--- src/rtl/mem_stage_ctrl.sv ---
// mem_stage_ctrl: memory-stage sequencer between execute and write-back.
// Non-memory instructions retire one cycle after acceptance; loads/stores
// issue a single-cycle request (ACCESS), optionally wait for mem_done (WAIT)
// under a 9-bit watchdog, then retire. A retired HALT parks the block.
// Ports:
//   clk, rst_n           clock, synchronous active-low reset
//   in_*, flush          instruction bundle from execute
//   mem_done, mem_rdata  data memory response
//   mem_en/wr/addr/wdata data memory request
//   stall                upstream hold (high whenever not IDLE)
//   out_*                write-back bundle, out_valid pulses per retirement
//   err                  sticky error (watchdog timeout or rd+wr instruction)
module mem_stage_ctrl (
  input  logic        clk,
  input  logic        rst_n,
  input  logic        in_valid,
  input  logic [15:0] in_alu_res,
  input  logic [15:0] in_store_data,
  input  logic        in_mem_rd,
  input  logic        in_mem_wr,
  input  logic        in_wb_en,
  input  logic [2:0]  in_wb_reg,
  input  logic        in_halt,
  input  logic        flush,
  input  logic        mem_done,
  input  logic [15:0] mem_rdata,
  output logic        mem_en,
  output logic        mem_wr,
  output logic [15:0] mem_addr,
  output logic [15:0] mem_wdata,
  output logic        stall,
  output logic        out_valid,
  output logic [15:0] out_wb_data,
  output logic [2:0]  out_wb_reg,
  output logic        out_wb_en,
  output logic        out_halt,
  output logic        err
);

  localparam int unsigned DW  = 16;
  localparam int unsigned RW  = 3;
  localparam int unsigned WDW = 9;
  localparam logic [WDW-1:0] WD_LIMIT = WDW'(256);

  typedef enum logic [1:0] {
    ST_IDLE   = 2'd0,
    ST_ACCESS = 2'd1,
    ST_WAIT   = 2'd2,
    ST_HALTED = 2'd3
  } state_e;

  state_e         state_q, state_d;
  logic [WDW-1:0] wd_q, wd_d;
  logic           wr_q, wr_d;
  logic [DW-1:0]  addr_q, addr_d;
  logic [DW-1:0]  wdata_q, wdata_d;
  logic           hwb_en_q, hwb_en_d;
  logic [RW-1:0]  hwb_reg_q, hwb_reg_d;
  logic           hhalt_q, hhalt_d;
  logic           out_valid_q, out_valid_d;
  logic [DW-1:0]  out_data_q, out_data_d;
  logic [RW-1:0]  out_reg_q, out_reg_d;
  logic           out_en_q, out_en_d;
  logic           out_halt_q, out_halt_d;
  logic           err_q, err_d;
  logic           complete, timeout;

  // State register and datapath registers.
  always_ff @(posedge clk) begin
    if (!rst_n) begin
      state_q     <= ST_IDLE;
      wd_q        <= '0;
      wr_q        <= 1'b0;
      addr_q      <= '0;
      wdata_q     <= '0;
      hwb_en_q    <= 1'b0;
      hwb_reg_q   <= '0;
      hhalt_q     <= 1'b0;
      out_valid_q <= 1'b0;
      out_data_q  <= '0;
      out_reg_q   <= '0;
      out_en_q    <= 1'b0;
      out_halt_q  <= 1'b0;
      err_q       <= 1'b0;
    end else begin
      state_q     <= state_d;
      wd_q        <= wd_d;
      wr_q        <= wr_d;
      addr_q      <= addr_d;
      wdata_q     <= wdata_d;
      hwb_en_q    <= hwb_en_d;
      hwb_reg_q   <= hwb_reg_d;
      hhalt_q     <= hhalt_d;
      out_valid_q <= out_valid_d;
      out_data_q  <= out_data_d;
      out_reg_q   <= out_reg_d;
      out_en_q    <= out_en_d;
      out_halt_q  <= out_halt_d;
      err_q       <= err_d;
    end
  end

  // Next-state and next-output logic.
  always_comb begin
    state_d     = state_q;
    wd_d        = wd_q;
    wr_d        = wr_q;
    addr_d      = addr_q;
    wdata_d     = wdata_q;
    hwb_en_d    = hwb_en_q;
    hwb_reg_d   = hwb_reg_q;
    hhalt_d     = hhalt_q;
    out_valid_d = 1'b0;
    out_data_d  = out_data_q;
    out_reg_d   = out_reg_q;
    out_en_d    = out_en_q;
    out_halt_d  = out_halt_q;
    err_d       = err_q;
    complete    = 1'b0;
    timeout     = 1'b0;

    case (state_q)
      ST_IDLE: begin
        if (in_valid && !flush) begin
          if (in_mem_rd || in_mem_wr) begin
            // A rd+wr instruction runs as a store and is flagged.
            wr_d      = in_mem_wr;
            addr_d    = in_alu_res;
            wdata_d   = in_store_data;
            hwb_en_d  = in_wb_en;
            hwb_reg_d = in_wb_reg;
            hhalt_d   = in_halt;
            wd_d      = '0;
            state_d   = ST_ACCESS;
            if (in_mem_rd && in_mem_wr) err_d = 1'b1;
          end else begin
            out_valid_d = 1'b1;
            out_data_d  = in_alu_res;
            out_reg_d   = in_wb_reg;
            out_en_d    = in_wb_en;
            out_halt_d  = in_halt;
            if (in_halt) state_d = ST_HALTED;
          end
        end
      end
      ST_ACCESS: begin
        if (mem_done) complete = 1'b1;
        else          state_d  = ST_WAIT;
      end
      ST_WAIT: begin
        // mem_done wins over the watchdog expiring in the same cycle.
        wd_d = wd_q + WDW'(1);
        if (mem_done) begin
          complete = 1'b1;
        end else if (wd_d == WD_LIMIT) begin
          complete = 1'b1;
          timeout  = 1'b1;
        end
      end
      ST_HALTED: begin
      end
      default: state_d = ST_IDLE;
    endcase

    // Retirement of the held memory instruction.
    if (complete) begin
      out_valid_d = 1'b1;
      out_reg_d   = hwb_reg_q;
      out_halt_d  = hhalt_q;
      if (timeout) begin
        out_data_d = '0;
        out_en_d   = 1'b0;
        err_d      = 1'b1;
      end else begin
        out_data_d = wr_q ? addr_q : mem_rdata;
        out_en_d   = hwb_en_q;
      end
      state_d = hhalt_q ? ST_HALTED : ST_IDLE;
    end
  end

  // Request and status outputs decode directly from registers.
  assign mem_en      = (state_q == ST_ACCESS);
  assign stall       = (state_q != ST_IDLE);
  assign mem_wr      = wr_q;
  assign mem_addr    = addr_q;
  assign mem_wdata   = wdata_q;
  assign out_valid   = out_valid_q;
  assign out_wb_data = out_data_q;
  assign out_wb_reg  = out_reg_q;
  assign out_wb_en   = out_en_q;
  assign out_halt    = out_halt_q;
  assign err         = err_q;

endmodule
--- config.mk ---
export PLATFORM = sky130hd
export DESIGN_NAME = mem_stage_ctrl
export DESIGN_NICKNAME = d
export VERILOG_FILES = /design/src/rtl/mem_stage_ctrl.sv
export SDC_FILE = /design/constraint.sdc
export NUM_CORES = 1
export LEC_CHECK = 0
export ABC_AREA = 1
export CAP_MARGIN = 20
export CORE_MARGIN = 5
export CORE_UTILIZATION = 46
export CTS_BUF_LIST = sky130_fd_sc_hd__clkbuf_8
export CTS_CLUSTER_SIZE = 30
export DETAILED_ROUTE_END_ITERATION = 8
export DONT_BUFFER_PORTS = 1
export PLACE_DENSITY_LB_ADDON = 0.1
export SYNTH_ARGS = -nofsm -noshare
export SYNTH_HDL_FRONTEND = slang
export SYNTH_SLANG_ARGS = --single-unit
--- constraint.sdc ---
create_clock -name clk -period 4 [get_ports clk]
set_clock_uncertainty 0.05 [all_clocks]
set_input_delay 0.8 -clock clk [delete_from_list [all_inputs] [get_ports clk]]
set_output_delay 0.8 -clock clk [all_outputs]
set_load 0.05 [all_outputs]
==> impl_metrics.ini, run 1 <==
[grt]
grt_pass1_wl_um = 13620
grt_max_degree = 59
antenna_found_initial = 0
grt_pass1_vias = 2790
grt_usage_pct = 17.38
grt_overflow = 0

[cells_and_area]
finalNetCount = 528
synthToLayoutAreaGrowth_pct = 7.980
drive_above_1_share_pct = 14.07
multi_input_area_um2 = 1699
seq_area_um2 = 1443
fill_cells = 769
final_cell_count_no_fill = 568
antenna_cells = 0

[synth]
yosys-top-cells-area = dfxtp_1 41%, nand2_1 9.1%, nor2_1 6.4%
synth_top_area_share_pct = 41.41
syn_area_um2 = 3481
syn_inst = 476
ys_async_sr_fraction_pct = 0
netlist.top_cell.by_area = dfxtp_1
synth_seq_cells = 72
syn-mean-instance-area_um2 = 7.313
synth_cell_type_count = 29
synthFlopType = dfxtp_1
synth_fp_nets = 540
synth_most_common_cell = nand2_1
synthTopCellsByCount = 84 x nand2_1, 72 x dfxtp_1, 59 x nor2_1
yosysSeqAreaShare_pct = 41.41
yosysWarnings = 0
synth-edff-count = 0

[setup_path]
critPathLaunchType = register
r2r_cells = 11
cp-startpoint = state_q[1]
cp-end-kind = register
cp_data_required_time_ns = 4.15
worstPathArrival_ns = 2.53
r2r_slack_ns = 1.62
timing.critical_path.mode_cell = nand2_1
crit_type = reg2reg
cp_slowest_cell = ha_1
rr_startpoint = state_q[1]
worstPathMaxFanout = 46
crit_end = state_q[0]
r2r_end = state_q[0]
crit_chain = inv_1, ha_1, nand2_1, nand2_1, nand2_1, inv_1, nand2_4, nand2_1, nor2_1, nor2_1, nor2_1
max_stage_delay_ns = 0.55

[sta]
hold_violations = 0
relSlewSlack_pct = 41.42
rsz0062_at_grt = false
final.setup.tns_ns = 0
finalCritPeriodShare_pct = 59.54
timing.fmax_mhz = 419.9
finalSetupViolCount = 0
tightest_slew_ns = 0.8787
maxSlewViolCount = 0
min_period_ns = 2.382

[placed_design]
post-place-cells = 552
hpwl_um = 5678
finalWeightedCongestion = 0.8622
port_buffers = 0

[floorplan]
die_w_um = 96.99
rows = 31
die_area_um2 = 9407
core_um2 = 7292
initial_core_util_pct = 47.74
die_y_um = 96.99
ioPinCount = 118

[drt]
drc = 0
vias_per_cell = 5.137
vias = 2918
drt_iter0_drc = 120
drtPass1Iterations = 4
wirelength_um = 8296
drt.antenna.violating_nets = 0
routedWlPerCell_um = 14.61

[clocking]
h-tree-depth = 3
cts_sinks = 72
worstSkewPairLatency_ns = 0.33
numCtsBuffers = 9
cts_hold_buffers = 0
clk_pin_slew_ns = 0.08
cts_tree = built
post_cts_buffers = 0
cts_buffer_depth = 2
cts-root-buf = clkbuf_8
cts.repair.resized = 0

[min_path]
worst_hold_path_type = reg2reg
min_from = hwb_en_q

[power]
leakage_uw = 0.001600
ir_drop_mv = 0.2510
power.density_nw_per_um2 = 529.1

[run_status]
outcome = complete, no violations

[run]
maxCapViolCount = 0
kinds of logic after synthesis:
group                    after synthesis  share of synthesized area (%)
XOR/XNOR                               1                         0.2517
AO/OA/AOI/OAI                        127                          21.82
adder cells (fa/ha/maj)                4                          1.438
flip-flops                            72                          41.41
AND/OR/NAND/NOR                      187                          25.31
buffers and inverters                 85                          9.777
final cells by class:
cell class                      count  share of cell area (%)
Tap cell                           99                   3.296
Clock buffer                       10                   3.662
Timing Repair Buffer                4                  0.7989
Inverter                           58                   5.792
Sequential cell                    72                   38.38
Clock inverter                      6                   2.863
Multi-Input combinational cell    319                   45.21
cell usage in the layout (no fill, tap or decap), drive strengths merged:
cell type,instances
nor2,62
nand4,1
o211ai,17
ha,4
a211oi,1
xnor2,1
o21bai,1
o311ai,1
a31oi,1
clkinv,5
dfxtp,72
a21oi,48
bufinv,3
inv,56
nand3b,3
nand2,89
buf,4
o21ai,58
clkbuf,10
nand3,32
report_power, final:
part	leakage (uW)	internal, uW	switching (uW)
Clock	0.000128	429	262
Sequential	0.000588	783	247
Combinational	0.000885	89.4	178
stage by stage:
| stage | total power (uW) | utilization (%) | hold WS (ns) | area [um2] | setup WS (ns) |
|---|---|---|---|---|---|
| global route | 2098 | 51.54 | 0.4390 | 3759 | 1.452 |
| CTS | 2018 | 51.54 | 0.4175 | 3759 | 1.608 |
| finish | 1989 | 51.54 | 0.4159 | 3759 | 1.618 |
| floorplan | 1266 | - | 0.3802 | 3481 | 1.965 |
| global placement | 1310 | 48.18 | 0.4017 | 3513 | 1.714 |
| detailed placement | 1318 | 48.18 | 0.4064 | 3513 | 1.629 |
per-layer routing:
layer	vias to the layer above	track usage (%)	share of wire (%)
li1	1520	-	-
met1	1297	21.59	44
met2	95	27.49	46
met3	6	6.763	8.6
met4	0	5.832	0.99
met5	-	0	0
critical path: cells and delay by family (launching register included):
kind	cells	cell delay (ns)
buffers and inverters	2	0.26
DFF	1	0.33
adders and majority gates	1	0.55
and+or+nand+nor	8	1.06
worst min path at each step:
stage,end,slack [ns],cells past startpoint
2_1_floorplan,hwb_reg_q[2],0.38,2
3_3_place_gp,out_wb_en,0.40,2
3_5_place_dp,out_wb_en,0.41,2
4_1_cts,out_wb_en,0.42,2
5_1_grt,hwb_reg_q[2],0.44,2
6_report,out_wb_en,0.42,2
Note: power is estimated with default switching activity, not from simulation.
==> inputs of run 2 (changes only) <==
==> constraint.sdc (replaced) <==
create_clock -name clk -period 2.37 [get_ports clk]
set_clock_uncertainty 0.05 [all_clocks]
set_input_delay 0.474 -clock clk [delete_from_list [all_inputs] [get_ports clk]]
set_output_delay 0.474 -clock clk [all_outputs]
set_load 0.05 [all_outputs]
==> impl_metrics.ini, run 2 (same netlist as run 1, synthesis figures left out) <==
[cells_and_area]
fin_util_pct = 51.94
drive_above_1_share_pct = 16.11
synthToLayoutAreaGrowth_pct = 8.807
finalNetCount = 537
fill_cells = 749
multi_input_area_um2 = 1710
antenna_cells = 0
final_common_cell = nand2_1
layout.cells.most_common_list = 84 x nand2_1, 71 x dfxtp_1, 58 x nor2_1
seq_area_um2 = 1443
postLayoutCellArea_um2 = 3787

[min_path]
hold_depth = 2
worst_hold_path_type = in2reg
hold_end = out_wb_en
min_from = rst_n

[setup_path]
cp-end-kind = register
crit_chain = ha_1, nand2_1, nor2_1, nand2_1, nand2_1, nand2_1, nor2_2, nand3_2, nand2_4, nand2_8, buf_4, o21ai_1, a21oi_2
r2r_slack_ns = 0.32
critPathLaunchType = register
cp_data_required_time_ns = 2.55
rr_startpoint = wd_q[0]
worstPathMaxFanout = 29
crit_type = reg2reg
timing.critical_path.mode_cell = nand2_1
cp_slowest_cell = dfxtp_1
worstPathArrival_ns = 2.23
max_stage_delay_ns = 0.38
r2r_end = out_wb_data[12]
cp-startpoint = wd_q[0]
r2r_cells = 13

[floorplan]
die_y_um = 96.99
initial_core_util_pct = 47.74
die_w_um = 96.99
core_um2 = 7292
rows = 31
die_area_um2 = 9407
ioPinCount = 118

[sta]
maxSlewViolCount = 0
setup_slack_ns = 0.3191
final.setup.tns_ns = 0
finalSetupViolCount = 0
tightest_slew_ns = 0.6018
timing.fmax_mhz = 487.6
relSlewSlack_pct = 59.88
rsz0062_at_grt = false
finalCritPeriodShare_pct = 86.54
min_period_ns = 2.051
hold_violations = 0

[run]
maxCapViolCount = 0

[clocking]
cts.repair.resized = 0
cts_hold_buffers = 0
cts_buffer_depth = 2
h-tree-depth = 3
cts-root-buf = clkbuf_8
numCtsBuffers = 9
clk_pin_slew_ns = 0.08
cts_tree = built
post_cts_buffers = 0
worstSkewPairLatency_ns = 0.34
cts_sinks = 72

[grt]
met1_usage_pct = 20.63
grt_util_met2_pct = 29.03
antenna_found_initial = 0
grt_usage_pct = 17.41
grt_pass1_vias = 2755
use_met3_pct = 6.259
gr-max-usage-layer = met2
grt_pass1_wl_um = 13690
grt_overflow = 0
grt_max_degree = 59

[power]
power.density_nw_per_um2 = 818.9
leakage_uw = 0.001600
ir_drop_mv = 0.4409

[placed_design]
hpwl_um = 5800
finalWeightedCongestion = 0.8516
port_buffers = 0
dp_slack_ns = 0.1834
placed_area_um2 = 3593

[drt]
vias = 2930
drt.antenna.violating_nets = 0
drtPass1Iterations = 4
vias_per_cell = 5.078
drc = 0
wirelength_um = 8514
routedWlPerCell_um = 14.76
drt_iter0_drc = 112

[run_status]
outcome = complete, no violations
## run 2: layout make-up
type	count	share of cell area (%)
well taps	99	3.271
flip-flops and latches	72	38.09
clock inverters	6	1.189
inverters	58	5.748
multi-input cells	319	45.16
repair buffers	13	2.907
clock buffers	10	3.634
## run 2: power breakdown
group	internal (uW)	leakage [uW]	switching, uW
sequential	1320	0.000588	410
clock	410	0.0000845	477
combinational	170	0.000928	314
## run 2: metal layers
metal | vias up | share of wire (%)
met3 | 11 | 8.4
met4 | 0 | 1.3
met2 | 91 | 46
met1 | 1296 | 44
met5 | - | 0
li1 | 1532 | -
## run 2: worst max path at each step
stage	depth (start not counted)	slack [ns]	end
global route	10	0.06	mem_addr[4]
global placement	10	0.18	mem_wr
CTS	10	0.17	mem_addr[3]
detailed placement	10	0.18	mem_addr[3]
finish	13	0.32	out_wb_data[12]
floorplan	10	0.49	out_wb_data[10]
## run 2: per-stage QoR
step,hold WS (ns),cells,total power (uW)
6_report,0.2192,577,3102
5_1_grt,0.1942,577,3270
4_1_cts,0.1950,577,3139
3_5_place_dp,0.4138,561,2245
3_3_place_gp,0.4057,561,2237
2_1_floorplan,0.3802,476,2136
## run 2: critical path: cells and delay by family, from the launching register on
kind                     cells  cell delay (ns)
AO/OA/AOI/OAI                2             0.17
adder cells (fa/ha/maj)      1             0.20
buffers and inverters        1             0.21
flip-flops                   1             0.38
AND/OR/NAND/NOR              9             0.95
